<file path="src/rtl/i2s_to_lj_ratio_conv.sv">
// I2S/LJ to LJ converter: bck/DIV output clock, top OUT_WIDTH bits,
// one-channel delay through a capture/shift double buffer, muted until framing locks.
module i2s_to_lj_ratio_conv #(
  parameter int IN_BITS_PER_CH = 64,
  parameter int DIV            = 4,
  parameter int OUT_WIDTH      = 16,
  parameter int IN_FMT         = 0,
  parameter int LOCK_CNT       = 2
) (
  input  logic bck,
  input  logic rst_n,
  input  logic lrck,
  input  logic data,
  output logic bck_701,
  output logic lrck_701,
  output logic data_701,
  output logic locked,
  output logic frame_err
);

  localparam int CW = $clog2(IN_BITS_PER_CH + 1);
  localparam int DW = $clog2(DIV);
  localparam int GW = $clog2(LOCK_CNT + 1);

  logic                 lrck_q;
  logic                 la_q, la_d;
  logic [CW-1:0]        bit_cnt_q, bit_cnt_d;
  logic [OUT_WIDTH-1:0] cap_q, cap_d;
  logic [OUT_WIDTH-1:0] out_q, out_d;
  logic [DW-1:0]        div_q, div_d;
  logic                 bck_q, bck_d;
  logic                 lr701_q, lr701_d;
  logic                 lock_q, lock_d;
  logic [GW-1:0]        good_q, good_d;
  logic                 seen_q, seen_d;
  logic                 err_q, err_d;
  logic                 edge_c;

  // I2S data lags lrck by one bck, so delay lrck to line its edge up with the MSB
  assign la_d   = (IN_FMT != 0) ? lrck : lrck_q;
  assign edge_c = la_d ^ la_q;

  always_comb begin
    bit_cnt_d = bit_cnt_q;
    cap_d     = cap_q;
    out_d     = out_q;
    div_d     = div_q;
    lr701_d   = lr701_q;
    lock_d    = lock_q;
    good_d    = good_q;
    seen_d    = seen_q;
    err_d     = 1'b0;
    if (edge_c) begin
      bit_cnt_d = '0;
      cap_d     = {cap_q[OUT_WIDTH-2:0], data};
      seen_d    = 1'b1;
      if (seen_q) begin
        if (bit_cnt_q == CW'(IN_BITS_PER_CH - 1)) begin
          if (good_q != GW'(LOCK_CNT)) good_d = good_q + 1'b1;
          lock_d = (good_d == GW'(LOCK_CNT));
        end else begin
          err_d  = 1'b1;
          good_d = '0;
          lock_d = 1'b0;
        end
      end
      out_d   = lock_d ? cap_q : '0;
      lr701_d = la_q;
      div_d   = '0;
    end else begin
      if (bit_cnt_q != CW'(IN_BITS_PER_CH)) bit_cnt_d = bit_cnt_q + 1'b1;
      if (bit_cnt_q < CW'(OUT_WIDTH - 1)) cap_d = {cap_q[OUT_WIDTH-2:0], data};
      // counter passing the channel length with no edge: lrck stuck or slow
      if (bit_cnt_q == CW'(IN_BITS_PER_CH - 1)) begin
        err_d  = 1'b1;
        good_d = '0;
        lock_d = 1'b0;
      end
      div_d = div_q + 1'b1;
      if (div_q == DW'(DIV - 1)) out_d = {out_q[OUT_WIDTH-2:0], 1'b0};
    end
    bck_d = (div_d >= DW'(DIV / 2));
  end

  always_ff @(posedge bck) begin
    if (!rst_n) begin
      lrck_q    <= 1'b0;
      la_q      <= 1'b0;
      bit_cnt_q <= '0;
      cap_q     <= '0;
      out_q     <= '0;
      div_q     <= '0;
      bck_q     <= 1'b0;
      lr701_q   <= 1'b0;
      lock_q    <= 1'b0;
      good_q    <= '0;
      seen_q    <= 1'b0;
      err_q     <= 1'b0;
    end else begin
      lrck_q    <= lrck;
      la_q      <= la_d;
      bit_cnt_q <= bit_cnt_d;
      cap_q     <= cap_d;
      out_q     <= out_d;
      div_q     <= div_d;
      bck_q     <= bck_d;
      lr701_q   <= lr701_d;
      lock_q    <= lock_d;
      good_q    <= good_d;
      seen_q    <= seen_d;
      err_q     <= err_d;
    end
  end

  assign bck_701   = bck_q;
  assign lrck_701  = lr701_q;
  assign data_701  = out_q[OUT_WIDTH-1];
  assign locked    = lock_q;
  assign frame_err = err_q;

endmodule

</file>
<file path="config.mk">
export PLATFORM = sky130hd
export DESIGN_NAME = i2s_to_lj_ratio_conv
export DESIGN_NICKNAME = d
export VERILOG_FILES = /design/src/rtl/i2s_to_lj_ratio_conv.sv
export SDC_FILE = /design/constraint.sdc
export NUM_CORES = 1
export LEC_CHECK = 0
export ABC_AREA = 0
export BUFFER_PORTS_ARGS = -buffer_cell sky130_fd_sc_hd__buf_2
export CORE_MARGIN = 1.5
export CORE_UTILIZATION = 63
export CTS_BUF_LIST = sky130_fd_sc_hd__clkbuf_4
export DETAILED_ROUTE_END_ITERATION = 10
export GPL_TIMING_DRIVEN = 0
export PLACE_DENSITY = 0.92
export SLEW_MARGIN = 5
export SYNTH_ARGS = -nofsm -noshare
export SYNTH_HDL_FRONTEND = slang
export SYNTH_SLANG_ARGS = --single-unit
</file>
<file path="constraint.sdc">
create_clock -name bck -period 2.5 [get_ports bck]
set_clock_uncertainty 0.2 [all_clocks]
set_input_delay 0.5 -clock bck [delete_from_list [all_inputs] [get_ports bck]]
set_output_delay 0.5 -clock bck [all_outputs]
set_load 0.01 [all_outputs]
</file>
# Yosys cells after proc, flatten, opt, wreduce, memory -nomap -nowiden
# Cells that the tools add are included.
word_totals:
  elab_cells: 53
  register_bits: 50
op_classes:
  n_addsub: 3
  muxes: 23
  n_reduce_logical: 5
  eq_ne: 6
  n_lt_le_gt_ge: 2
  bitwise_logic: 2
op_table:
  columns: ["cell", "n"]
  rows:
  - ["16-bit 2-to-1 mux", 5]
  - ["2-bit 2-to-1 mux", 9]
  - ["1-bit 2-to-1 mux", 9]
  - ["7-bit by 1-bit adder with 7-bit output (second input constant)", 1]
  - ["7-bit by 6-bit == test with 1-bit output (second input constant)", 1]
  - ["7-bit by 4-bit less-than comparator with 1-bit output (second input constant)", 1]
  - ["7-bit != test (second input constant)", 1]
  - ["2-bit nonzero test", 3]
  - ["2-bit by 1-bit adder with 2-bit output (second input constant)", 2]
  - ["2-bit == test (second input constant)", 2]
  - ["2-bit != test (second input constant)", 2]
  - ["2-bit greater-or-equal comparator (second input constant)", 1]
  - ["2-bit AND reduction", 1]
  - ["2-bit OR reduction", 1]
  - ["1-bit NOT", 1]
  - ["1-bit bitwise XOR", 1]

# Logic depth before layout (Yosys ltp)
depth:
  word_depth: 11
  depth_mapped: 6
  depth_no_buf: 5

# Least setup slack after synthesis
# OpenSTA, ideal clock, no wires.
synth_path:
  path_type: "reg-to-reg"
  startpoint: "register good_q[0]"
  endpoint: "register out_q[15]"
  setup_ps: 141
  required_time_ps: 2159
  arrival_ps: 1463
  path_stages_with_launch: 7
  path_buffers: 1
  path_slack_ps: 697
  path_cell_list: "dfxtp_1 -> inv_1 -> ha_1 -> and2_1 -> a311oi_2 -> buf_6 -> a2111oi_2"
synth_between:
  elab_chain_cells: 11
  elab_cells_between_ends: 12
  classes_between: "1 x add/sub; 2 x eq/ne; 9 x mux"
synth_lines:
  columns: ["item", "line", "text"]
  rows:
  - ["from (decl)", "34", "logic [GW-1:0] good_q, good_d;"]
  - ["from (signal assigned)", "109", "good_q <= good_d;"]
  - ["2-bit by 1-bit adder with 2-bit output / 2-bit != test (equally long branches)", "59", "if (good_q != GW'(LOCK_CNT)) good_d = good_q + 1'b1;"]
  - ["2-bit 2-to-1 mux *", "59", null]
  - ["2-bit 2-to-1 mux *", "58", "if (bit_cnt_q == CW'(IN_BITS_PER_CH - 1)) begin"]
  - ["2-bit 2-to-1 mux *", "57", "if (seen_q) begin"]
  - ["2-bit 2-to-1 mux *", "53", "if (edge_c) begin"]
  - ["2-bit == test *", "60", "lock_d = (good_d == GW'(LOCK_CNT));"]
  - ["1-bit 2-to-1 mux *", "58", null]
  - ["1-bit 2-to-1 mux *", "57", null]
  - ["1-bit 2-to-1 mux *", "53", null]
  - ["16-bit 2-to-1 mux *", "67", "out_d = lock_d ? cap_q : '0;"]
  - ["16-bit 2-to-1 mux *", "53", null]
  - ["to (signal assigned)", "104", "out_q <= out_d;"]
  - ["to (decl)", "29", "logic [OUT_WIDTH-1:0] out_q, out_d;"]
# Mark *: on every way between the ends. The rest lies on a longest branch, timed or not. The select of a mux whose other input is x is not followed.
# A chain may end at the register's enable or synchronous reset.

# Final worst setup path
layout_path:
  startpoint: "register bit_cnt_q[0]"
  endpoint: "register out_q[3]"
layout_between:
  elab_chain_cells: 6
layout_lines:
  columns: ["item", "line", "text"]
  rows:
  - ["from (decl)", "27", "logic [CW-1:0] bit_cnt_q, bit_cnt_d;"]
  - ["from (signal assigned)", "102", "bit_cnt_q <= bit_cnt_d;"]
  - ["7-bit by 6-bit == test with 1-bit output", "58", null]
  - ["1-bit 2-to-1 mux", "58", null]
  - ["1-bit 2-to-1 mux", "57", null]
  - ["1-bit 2-to-1 mux", "53", null]
  - ["16-bit 2-to-1 mux", "67", null]
  - ["16-bit 2-to-1 mux", "53", null]
# Every way passes these cells. The select of a mux whose other input is x is not followed.

==> run summary <==
Netlist cell types - 38
Startpoint types - flop
Largest net degree at the start of global routing - 15
IO Pins - 9
Initial DRC Count - 87
Slowest CP cell - a311oi_2
Total of max-cap violations - 0
Synth Instances - 220
Die width - 62.33 um
First-pass GRT wire length - 7038 um
RSZ-0062 raised after global routing - no
R2R Setup Slk - 0.51 ns
Clock Latency Late Sink - 0.35 ns
Crit. End Element - flop
Fin crit period - 1.993 ns
Commonest non-fill, non-tap cell in the layout - dfxtp_1
Worst-case reg-to-reg path depth - 5
P_sw - 336.6 uW
Fillcell total - 263
CTS tree - done
Setup bufs post-CTS - 0
Total gr overflow - 0
Core Util, Final - 0.7080
Final hold violation count - 0
Status - finished clean
Period Utilization, post-route - 0.7973
Final std cell area, no fill - 2381 um^2
Initial antenna violation count - 0
Logic gate share of total power - 0.104
DP Area - 2310 um^2
Commonest cells after routing, fill and taps aside - dfxtp_1, mux2i_1, nand2_1, nor2_1, buf_2
CP Data Required Time - 2.52 ns
Hold WC Path Type - input pin to flop
Clk pwr share - 0.302
RR Startpoint - bit_cnt_q[0]$_SDFFE_PP0P_
Bufs on Longest Clock Path - 2
Worst-path fanout max - 10
Detail Route Antenna Nets - 0
Register share of total power - 0.595
Vias - 1607
Die Y - 62.33 um
Seq/Total Area, Yosys - 0.4515
Final net count - 242
CP arrival - 2.02 ns
Clock slew at reported path FFs - 0.13 ns
Ys Warns - 0
Ys async rst share - 0
Hold Crit Endpoint - la_d$_SDFF_PN0_
Die ar. - 3884 um^2
Routed length per instance - 14.10 um
Max Clk Rate - 501.7 MHz
DPL Wire Length - 2768 um
Hold-fix buffers at CTS - 0
# setup viols final - 0
Number of synthesized flops with an enable pin - 0
Pwr dens - 598.9 nW/um^2
Relative slew slack - 0.6315
Initial Utilization - 0.6592
Slew @ Worst Pin - 0.5528 ns
Drt pass-1 iters - 4
CP max stage delay - 0.42 ns
Maximum VDD drop - 0.3337 mV
Leak Pwr - 0.0008257 uW
Clock sinks - 50
P&R area growth vs syn - 7.393%
RePlAce Congestion - 0.8865
Number of remaining DRC errors - 0
CTS HTree Levels - 2
Synthesized area - 2217 um^2
GRT Util Overall - 0.2269
Port Buffer Count - 7
Hold Path Depth - 2
FF+latch count, synth - 50
Synthesized area per cell - 10.08 um^2
Drt via density - 5.739
Ant. Diodes - 0
Routed wire length - 3947 um
Post-synth top flop - dfxtp_1
Share of cells above drive strength 1 - 0.1709
Post-cts resize count - 0
Slew Limit Fails - 0
Number of global-route vias before repair - 1466
Num CTS Buffers - 5
Setup total negative slack - 0 ns
Syn nets - 228
Int Pwr - 1089 uW
Root Buffer - clkbuf_4
Sw frac - 0.2361
Core ar. - 3363 um^2
Worst reg2reg path endpoint - out_q[3]$_SDFFE_PN0P_
# rows - 21
Hold Path Origin - lrck
Worst path cell trace - ha_1, and3b_2, a311oi_2, buf_6, a2111oi_2
Crit Path Category - flop to flop
worst max-delay path: cells and delay by family, from the launching register on:
family | cells | cell delay (ns)
AO/OA/AOI/OAI | 2 | 0.48
adder cells (fa/ha/maj) | 1 | 0.28
buffers and inverters | 1 | 0.24
AND/OR/NAND/NOR | 1 | 0.28
flip-flops | 1 | 0.38
through the flow:
step	hold WS, ns	cells	total power (uW)	worst slack [ns]
floorplan	0.1992	220	979.0	0.6966
global placement	0.2079	273	1007	0.5412
detailed placement	0.2141	273	1012	0.5260
CTS	0.1434	280	1437	0.5078
global route	0.1459	280	1486	0.4054
finish	0.1537	280	1426	0.5068
cells in the mapped netlist (all sizes together), types with 2 or more instances:
master,n,area [um^2]
dfxtp,50,1001
mux2i,31,310.3
nand2,26,97.59
nor2,20,75.07
a2111oi,15,193.9
buf,11,82.58
a21oi,7,38.79
nor3,7,35.03
inv,6,22.52
clkbuf,5,20.01
nand3,5,25.02
and3,4,30.03
ha,4,50.05
and2,3,18.77
o21ai,3,15.01
o31ai,3,22.52
xor2,3,26.28
nand4,2,12.51
o32ai,2,17.52
xnor2,2,25.03
registers in the layout, indices dropped and copies added (netlist names), 2 cells and up:
| register | cells |
|---|---|
| bit_cnt_q | 7 |
| cap_q | 16 |
| div_q | 2 |
| good_q | 2 |
| out_q | 16 |
metal layers:
layer	share of wire	global-route usage
met1	0.50	0.3077
met2	0.45	0.3587
met3	0.030	0.04891
met4	0.016	0.08333
met5	0	0
worst max path at each step:
stage / from / end / slack, ns
6_report: bit_cnt_q[0]$_SDFFE_PP0P_ / out_q[3]$_SDFFE_PN0P_ / 0.51
5_1_grt: bit_cnt_q[1]$_SDFFE_PP0P_ / out_q[11]$_SDFFE_PN0P_ / 0.41
4_1_cts: good_q[0]$_SDFFE_PN0P_ / out_q[3]$_SDFFE_PN0P_ / 0.51
3_5_place_dp: bit_cnt_q[0]$_SDFFE_PP0P_ / out_q[3]$_SDFFE_PN0P_ / 0.53
3_3_place_gp: bit_cnt_q[0]$_SDFFE_PP0P_ / out_q[15]$_SDFFE_PN0P_ / 0.54
2_1_floorplan: good_q[0]$_SDFFE_PN0P_ / out_q[15]$_SDFFE_PN0P_ / 0.70
cells by family (layout without fill, tap and decap cells):
logic type | Yosys count | after routing | synth area share
buffers and inverters | 22 | 36 | 0.05643
adders and majority gates | 4 | 4 | 0.02257
muxes | 31 | 31 | 0.1400
and+or+nand+nor | 74 | 74 | 0.1597
xor gates and xnor gates | 5 | 5 | 0.02314
DFF | 50 | 50 | 0.4515
AOI/OAI and AO/OA | 34 | 34 | 0.1467
area by class of cell:
type | count | area, um^2 | share of cell area
inverters | 6 | 22.52 | 0.009459
flip-flops and latches | 50 | 1001 | 0.4204
multi-input cells | 148 | 1091 | 0.4582
clock buffers | 5 | 37.54 | 0.01576
repair buffers | 7 | 35.03 | 0.01471
plain buffers | 16 | 102.6 | 0.04309
well taps | 46 | 57.56 | 0.02417
clock inverters | 2 | 33.78 | 0.01419
power by group through the flow:
stage,sequential [uW],clock (uW),combinational (uW)
2_1_floorplan,862,0,117
4_1_cts,847,442,148
5_1_grt,852,469,165
3_3_place_gp,864,0,143
3_5_place_dp,865,0,147
6_report,848,430,148
Power figures use the tool's default switching activity.
